<file path="config.mk">
export PLATFORM = sky130hd
export DESIGN_NAME = ssd_scanner
export DESIGN_NICKNAME = d
export VERILOG_FILES = /design/src/rtl/ssd_scanner.sv
export SDC_FILE = /design/constraint.sdc
export NUM_CORES = 1
export LEC_CHECK = 0
export ABC_AREA = 1
export CAP_MARGIN = 20
export CORE_MARGIN = 3
export CORE_UTILIZATION = 56
export DETAILED_ROUTE_END_ITERATION = 16
export GPL_ROUTABILITY_DRIVEN = 0
export PLACE_DENSITY = 0.85
export SYNTH_ARGS = -nofsm -noshare
export SYNTH_HDL_FRONTEND = slang
export SYNTH_SLANG_ARGS = --single-unit
</file>
<file path="constraint.sdc">
create_clock -name clk_i -period 4.39 [get_ports clk_i]
set_clock_uncertainty 0.15 [all_clocks]
set_input_delay 0.878 -clock clk_i [delete_from_list [all_inputs] [get_ports clk_i]]
set_output_delay 0.878 -clock clk_i [all_outputs]
set_load 0.01 [all_outputs]
</file>
<file path="src/rtl/ssd_scanner.sv">
`default_nettype none
// ============================================================================
// Module   : ssd_scanner
// Purpose  : Time-multiplexed driver for a 4-digit seven-segment display.
//            Each digit slot is a blanking interval followed by an on-time.
//            All four patterns are snapshotted once per frame so a digit never
//            shows a half-updated value.
// Ports    : clk_i          - board clock (single domain)
//            rst_ni         - asynchronous reset, active-low
//            disp0_i..3_i   - segment patterns, active-high, bit 7 = dp
//            blink_i        - per-digit blink request (bit i -> digit i)
//            seven_o        - cathodes, active-low
//            segment_o      - digit enables, active-low, one-hot-low when lit
//            frame_tick_o   - one-cycle pulse on the frame-start cycle
// Config   : define SSD_BLINK_EN to enable the blink feature; without it
//            blink_i is ignored and every digit displays normally.
// Revision : 1.0 - initial release
// ============================================================================
module ssd_scanner #(
  parameter int DIGIT_CYCLES = 100000,
  parameter int BLANK_CYCLES = 1000,
  parameter int BLINK_FRAMES = 128
) (
  input  logic       clk_i,
  input  logic       rst_ni,
  input  logic [7:0] disp0_i,
  input  logic [7:0] disp1_i,
  input  logic [7:0] disp2_i,
  input  logic [7:0] disp3_i,
  input  logic [3:0] blink_i,
  output logic [7:0] seven_o,
  output logic [3:0] segment_o,
  output logic       frame_tick_o
);

  localparam int MAX_CYCLES = (DIGIT_CYCLES > BLANK_CYCLES) ? DIGIT_CYCLES : BLANK_CYCLES;
  localparam int CNT_W      = (MAX_CYCLES > 1) ? $clog2(MAX_CYCLES) : 1;
  localparam logic [CNT_W-1:0] DIGIT_LAST = CNT_W'(DIGIT_CYCLES - 1);
  localparam logic [CNT_W-1:0] BLANK_LAST = CNT_W'(BLANK_CYCLES - 1);

  typedef enum logic [0:0] {
    ST_BLANK = 1'b0,
    ST_ON    = 1'b1
  } state_t;

  state_t           state_q, state_d;
  logic [1:0]       digit_q, digit_d;
  logic [CNT_W-1:0] cnt_q,   cnt_d;
  logic [7:0]       frame_q [4];
  logic             frame_start;
  logic             dark;

  // Frame start is decoded purely from state so it is also true during reset.
  assign frame_start = (state_q == ST_BLANK) && (digit_q == 2'd0) && (cnt_q == '0);

  // --------------------------------------------------------------------------
  // State register
  // --------------------------------------------------------------------------
  always_ff @(posedge clk_i or negedge rst_ni) begin
    if (!rst_ni) begin
      state_q <= ST_BLANK;
      digit_q <= 2'd0;
      cnt_q   <= '0;
    end else begin
      state_q <= state_d;
      digit_q <= digit_d;
      cnt_q   <= cnt_d;
    end
  end

  // --------------------------------------------------------------------------
  // Frame snapshot: taken only on the frame-start edge
  // --------------------------------------------------------------------------
  always_ff @(posedge clk_i or negedge rst_ni) begin
    if (!rst_ni) begin
      frame_q[0] <= 8'h00;
      frame_q[1] <= 8'h00;
      frame_q[2] <= 8'h00;
      frame_q[3] <= 8'h00;
    end else if (frame_start) begin
      frame_q[0] <= disp0_i;
      frame_q[1] <= disp1_i;
      frame_q[2] <= disp2_i;
      frame_q[3] <= disp3_i;
    end
  end

`ifdef SSD_BLINK_EN
  localparam int FC_W = (BLINK_FRAMES > 1) ? $clog2(BLINK_FRAMES) : 1;
  localparam logic [FC_W-1:0] FC_LAST = FC_W'(BLINK_FRAMES - 1);

  logic [FC_W-1:0] fcnt_q;
  logic            hidden_q;   // blink phase: 0 = visible, 1 = hidden
  logic [3:0]      mask_q;     // digits to darken for the current frame

  // The mask uses the phase held before this edge's toggle, so a frame shows
  // the phase that was in effect when its snapshot was taken.
  always_ff @(posedge clk_i or negedge rst_ni) begin
    if (!rst_ni) begin
      fcnt_q   <= '0;
      hidden_q <= 1'b0;
      mask_q   <= 4'h0;
    end else if (frame_start) begin
      mask_q <= blink_i & {4{hidden_q}};
      if (fcnt_q == FC_LAST) begin
        fcnt_q   <= '0;
        hidden_q <= ~hidden_q;
      end else begin
        fcnt_q <= fcnt_q + FC_W'(1);
      end
    end
  end

  assign dark = mask_q[digit_q];
`else
  localparam int BLINK_FRAMES_UNUSED = BLINK_FRAMES;
  logic blink_unused;
  assign blink_unused = ^blink_i;
  assign dark         = 1'b0;
`endif

  // --------------------------------------------------------------------------
  // Next-state and output decode (outputs depend on registered state only)
  // --------------------------------------------------------------------------
  always_comb begin
    state_d      = state_q;
    digit_d      = digit_q;
    cnt_d        = cnt_q + CNT_W'(1);
    seven_o      = 8'hFF;
    segment_o    = 4'hF;
    frame_tick_o = frame_start;

    case (state_q)
      ST_BLANK: begin
        if (cnt_q == BLANK_LAST) begin
          state_d = ST_ON;
          cnt_d   = '0;
        end
      end
      ST_ON: begin
        if (!dark) begin
          segment_o = ~(4'b0001 << digit_q);
          seven_o   = ~frame_q[digit_q];
        end
        if (cnt_q == DIGIT_LAST) begin
          state_d = ST_BLANK;
          digit_d = digit_q + 2'd1;
          cnt_d   = '0;
        end
      end
      default: begin
        state_d = ST_BLANK;
        digit_d = 2'd0;
        cnt_d   = '0;
      end
    endcase
  end

endmodule
`default_nettype wire

</file>
-- Yosys cells after proc, flatten, opt, wreduce, memory -nomap -nowiden
Cells that the tools add are included.
- bits in registers: 52
- input port bits: 38
- bitwise gates (word level): 4
- reductions and logical operators: 5
- magnitude comparators: 1
- equal/unequal tests: 2
- multiplexer cells: 11
- shift-type cells: 1
- add/sub/neg operators: 2
- operators by type and width (cell ; count):
    17-bit 2-to-1 mux ; 2
    17-bit one-hot mux with 2 select lines ; 1
    8-bit 2-to-1 mux ; 3
    17-bit by 1-bit adder with 17-bit output (second input constant) ; 1
    17-bit by 10-bit == test with 1-bit output (second input constant) ; 1
    17-bit == test (second input constant) ; 1
    17-bit zero test ; 1
    8-bit binary-select mux with 2-bit select ; 1
    8-bit inverter ; 1
    4-bit 2-to-1 mux ; 1
    4-bit inverter ; 1
    1-bit by 2-bit left shift with 4-bit output (first input constant) ; 1
    3-bit >= comparator (second input constant) ; 1
    2-bit inverter with 3-bit output ; 1
    2-bit by 1-bit adder with 2-bit output (second input constant) ; 1
    1-bit logical AND ; 2
    2-bit zero test ; 1
    1-bit 2-to-1 mux ; 2
    1-bit one-hot mux with 2 select lines ; 1
    2-bit AND reduction ; 1
    1-bit inverter ; 1

-- Logic depth before layout (Yosys ltp)
- word-level depth: 6
- depth in mapped cells: 10
- gate-level depth less buffers: 9

-- Least setup slack after synthesis
OpenSTA, ideal clock, no wires.
- kind: reg2out
- from: register digit_q[0]
- to: output port frame_tick_o
- data required time: 3.362 ns
- slack: 1.719 ns
- data arrival time: 1.643 ns
- cell stages (with the launch flop): 9
- cell sequence: dfrtp_1 inv_1 buf_2 ha_1 nand2_1 nor3_1 nand3_4 clkinv_2 buf_6
- longest elaborated chain between the ends: 3
- ends and longest elaborated chain (item ; RTL line ; RTL):
    from (decl) ; 47 ; logic [1:0] digit_q, digit_d;
    from (signal assigned) ; 66 ; digit_q <= digit_d;
    2-bit zero test ; 54 ; assign frame_start = (state_q == ST_BLANK) && (digit_q == 2'd0) && (cnt_q == '0);
    1-bit logical AND (2 in series) ; 54 ;
    to (decl) ; 33 ; output logic frame_tick_o
Every way passes these cells.

-- Final worst setup path
- from: register digit_q[1]
- to: output port frame_tick_o
Same word-level chain as after synthesis.

==> implementation parameters <==
Parameter                              Value

Clocking
  Insertion delay of the later-clocked pin in the worst-skew pair ... approximately 0.31 ns
  Clock root buffer ... clkbuf_8
  CTS tree ... done
  Worst-path clk slew ... 0.10 ns
  Cts bufs inserted ... 5
  Number of setup buffers added after CTS ... 0
  Post-CTS Hold Buffers ... 0
  Number of gates given a new drive strength after cts ... 0
  Total number of H-tree levels ... 2
  Number of sinks on the clock net ... 52
  CTS max path bufs ... 2

STA
  RSZ-0062 raised after global routing ... false
  Transition at the pin with the smallest max-transition slack ... about 0.61 ns
  Clock period minus worst slack ... 3.80 ns
  Max-slew violation count ... 0
  Setup violation total in the final timing report ... 0
  Final Hold Fails ... 0
  Maximum operating frequency ... between 200 and 300 MHz
  Slew Limit Headroom ... between 50 and 60%
  Final cycle utilization of the critical path ... 86.7%
  Sum Neg Setup Slack ... 0 ns

Route
  DR vias ... about 2,400
  Iteration-0 DRC count of the detailed router ... ~180
  Routed WL ... 6130 µm
  Remaining routing DRC violations ... 0
  DRT Pass-1 Iters ... 5
  Number of vias per cell after detailed routing ... approximately 5.3
  Remaining antenna violation count ... 0
  Average wire per cell in the routed design ... 13.6 µm

Global routing
  Global-route wire length before repair ... 10,200 µm
  Total Routing Usage GR ... a little under a quarter
  Vias in the first global route ... 2,266
  Largest net degree at the start of global routing ... 36
  Overflow after GRT ... 0
  Initial antenna violation count ... 0

Power and ir drop
  Power density over the cells ... 273 nW/µm²
  Combinational fraction of design power ... around 6.4%
  Switching share of power ... between 20% and 30%
  Clock Power Share ... 37.1%
  Static leakage ... roughly 0.0016 µW
  Switching component of the power ... slightly below 200 µW
  Portion of total power attributed to sequential cells ... 56.5%
  Peak supply drop ... roughly 0.00027 V
  Internal power component ... 696 µW

Critical path
  Biggest cell delay along the critical path ... between 0.6 and 0.7 ns
  Top delay family on crit path ... buffers and inverters
  Maximum fanout encountered on the critical timing path ... 33
  Ordered cell list for the critical path ... inv_1 -> ha_1 -> nand2_1 -> nor3_1 -> nand3_4 -> clkinv_2 -> clkdlybuf4s50_1
  Worst Path Arrival ... roughly 2.8 ns
  Depth of the most critical reg-to-reg path ... 8
  Critical R2R Launch ... digit_q[1]
  Reg-to-reg slack, setup ... 2.09 ns
  Count of buffering cells on the critical path with inverters included ... 3
  Kind of capture point of the worst setup path ... output pin
  Sort of element at the start of the critical path ... register
  Capture point of the worst reg-to-reg path ... frame_q[26]
  Cell with the biggest individual delay on the critical path ... clkdlybuf4s50_1
  WP data required ... roughly 3.4 ns
  Kind of critical path ... register to output pin

Yosys
  Post-synthesis compound-gate area fraction ... 5.23%
  Synthesized netlist cell count ... 353
  Count of yosys warnings during synthesis ... 0
  Main combinational cell family by area after synthesis ... simple AND/OR/NAND/NOR gates
  Sequential-to-total area share from yosys stat ... between 40% and 50%
  Number of storage elements in the synthesis netlist ... 52
  Multiplexer fraction of the synthesized cell area ... 0%
  Syn Area/Cell ... 7.60 µm²
  Net count of the mapped netlist ... about 400
  Post-synthesis share of cell area spent on and, or, nand and nor gates ... approximately 33%
  Number of unique standard cell types used by synthesis ... 24
  Post-Synth XOR/XNOR Area ... under 10%
  Post-Syn Area ... 2680 µm²
  Adder-Cell Fraction of Synth Area ... 2.80%

Die
  Die Span Y ... between 70 and 80 µm
  Full die area ... approximately 5700 µm²
  Boundary pin count ... 51
  Die extent in x ... between 70 and 80 µm
  Std-Cell Core Area ... ~4500 µm²
  Initial standard-cell utilization of the core ... 59.9%
  Number of placement rows ... 24

Cells and area
  Utilization after layout ... around 73%
  Leading cell types in the layout, fill and taps excluded ... nand2_1, nor2_1, dfrtp_1
  N_diodes ... 0
  Leading cell type in the layout, fill and taps excluded ... nand2_1
  Synthesis-to-layout area growth ... 21.6%
  Number of fill cells ... roughly 350
  Fraction of final layout cells sized beyond drive strength 1 ... 4.27%
  Number of nets at the end of the flow ... 441
  Area of combinational cells with multiple inputs ... 1210 µm²
  Register cell area after layout ... 1300 µm²

Status
  Status ... finished clean

Hold path
  Classification of the worst-slack hold path ... input pin to asynchronous set/reset pin

Placed design
  Number of buffers inserted by port buffering ... 46
  Post-DP HPWL ... ~4300 µm

Flow run
  Number of violations of the max-capacitance limit ... 0
==> layout make-up <==
class                           instances  area share, %
Multi-Input combinational cell        263           37.0
Tap cell                               52           2.00
Timing Repair Buffer                   49           14.7
Clock inverter                          3           1.30
Sequential cell                        52           39.9
Inverter                               26           3.03
Clock buffer                            5           2.11
==> power by group through the flow <==
stage / Sequential, µW / Clock, µW / Combinational, µW
finish: 502 / 330 / 57.3
global route: 504 / 351 / 64.4
CTS: 502 / 334 / 58.2
detailed placement: 511 / 0 / 57.8
global placement: 511 / 0 / 56.1
floorplan: 509 / 0 / 15.4
==> worst max path at each step <==
stage	startpoint	end	slack [ns]	cells after the start
2_1_floorplan	digit_q[0]	frame_tick_o	1.72	8
3_3_place_gp	digit_q[1]	frame_tick_o	1.02	7
3_5_place_dp	digit_q[1]	frame_tick_o	0.96	7
4_1_cts	digit_q[1]	frame_tick_o	0.60	7
5_1_grt	digit_q[1]	frame_tick_o	0.43	7
6_report	digit_q[1]	frame_tick_o	0.59	7
==> kinds of logic after synthesis <==
| logic type | Yosys count |
|---|---|
| DFF | 52 |
| buffers and inverters | 38 |
| and+or+nand+nor | 218 |
| AOI/OAI and AO/OA | 26 |
| adders and majority gates | 6 |
| xor gates and xnor gates | 13 |
==> per-layer routing <==
metal	vias to the layer above	wire (µm)	track usage, %
li1	1179	-	-
met3	9	327	4.94
met4	0	78	7.96
met2	75	2900	36.8
met5	-	0	0
met1	1112	2820	32.8
==> through the flow <==
step | setup WS, ns | cells | power, µW | hold slack (ns) | cell area, µm²
2_1_floorplan | 1.72 | 353 | 524 | 0.294 | 2680
3_3_place_gp | 1.02 | 442 | 567 | 0.312 | 3150
3_5_place_dp | 0.963 | 442 | 569 | 0.314 | 3150
4_1_cts | 0.602 | 450 | 894 | 0.337 | 3260
5_1_grt | 0.430 | 450 | 920 | 0.357 | 3260
6_report | 0.586 | 450 | 889 | 0.333 | 3260
==> registers in the layout, summed over array words and instances (netlist names) <==
| name | count |
|---|---|
| frame_q | 32 |
| cnt_q | 17 |
| state_q | 1 |
| digit_q | 2 |
==> synthesized netlist by cell type <==
cell type | number | share of area [%]
xor2_1 | 9 | 2.9
o22ai_1 | 8 | 1.9
clkinv_2 | 1 | 0.19
o21ai_1 | 1 | 0.19
nor2_4 | 1 | 0.42
nand3_1 | 13 | 2.4
nor2_2 | 1 | 0.23
ha_1 | 6 | 2.8
inv_2 | 1 | 0.14
nand2_1 | 139 | 19
o21ai_0 | 16 | 3.0
nand3_4 | 1 | 0.65
nor3_1 | 4 | 0.75
dfrtp_1 | 52 | 49
nand4_1 | 3 | 0.70
buf_6 | 3 | 1.3
inv_1 | 24 | 3.4
xnor2_1 | 4 | 1.3
or2_1 | 1 | 0.23
nor2_1 | 54 | 7.6
clkbuf_1 | 3 | 0.42
nor3b_1 | 1 | 0.28
a21oi_1 | 1 | 0.19
buf_2 | 6 | 1.1
==> worst register-to-register path: stages, from the launching register on <==
cell and delay (ns):
dfrtp_1 0.52, inv_1 0.31, ha_1 0.23, nand2_1 0.06, nor3_1 0.26, nand3_4 0.11
clkinv_2 0.33, nand2_1 0.17, nand2_1 0.08
No activity file was read; power rests on OpenSTA's default activity.
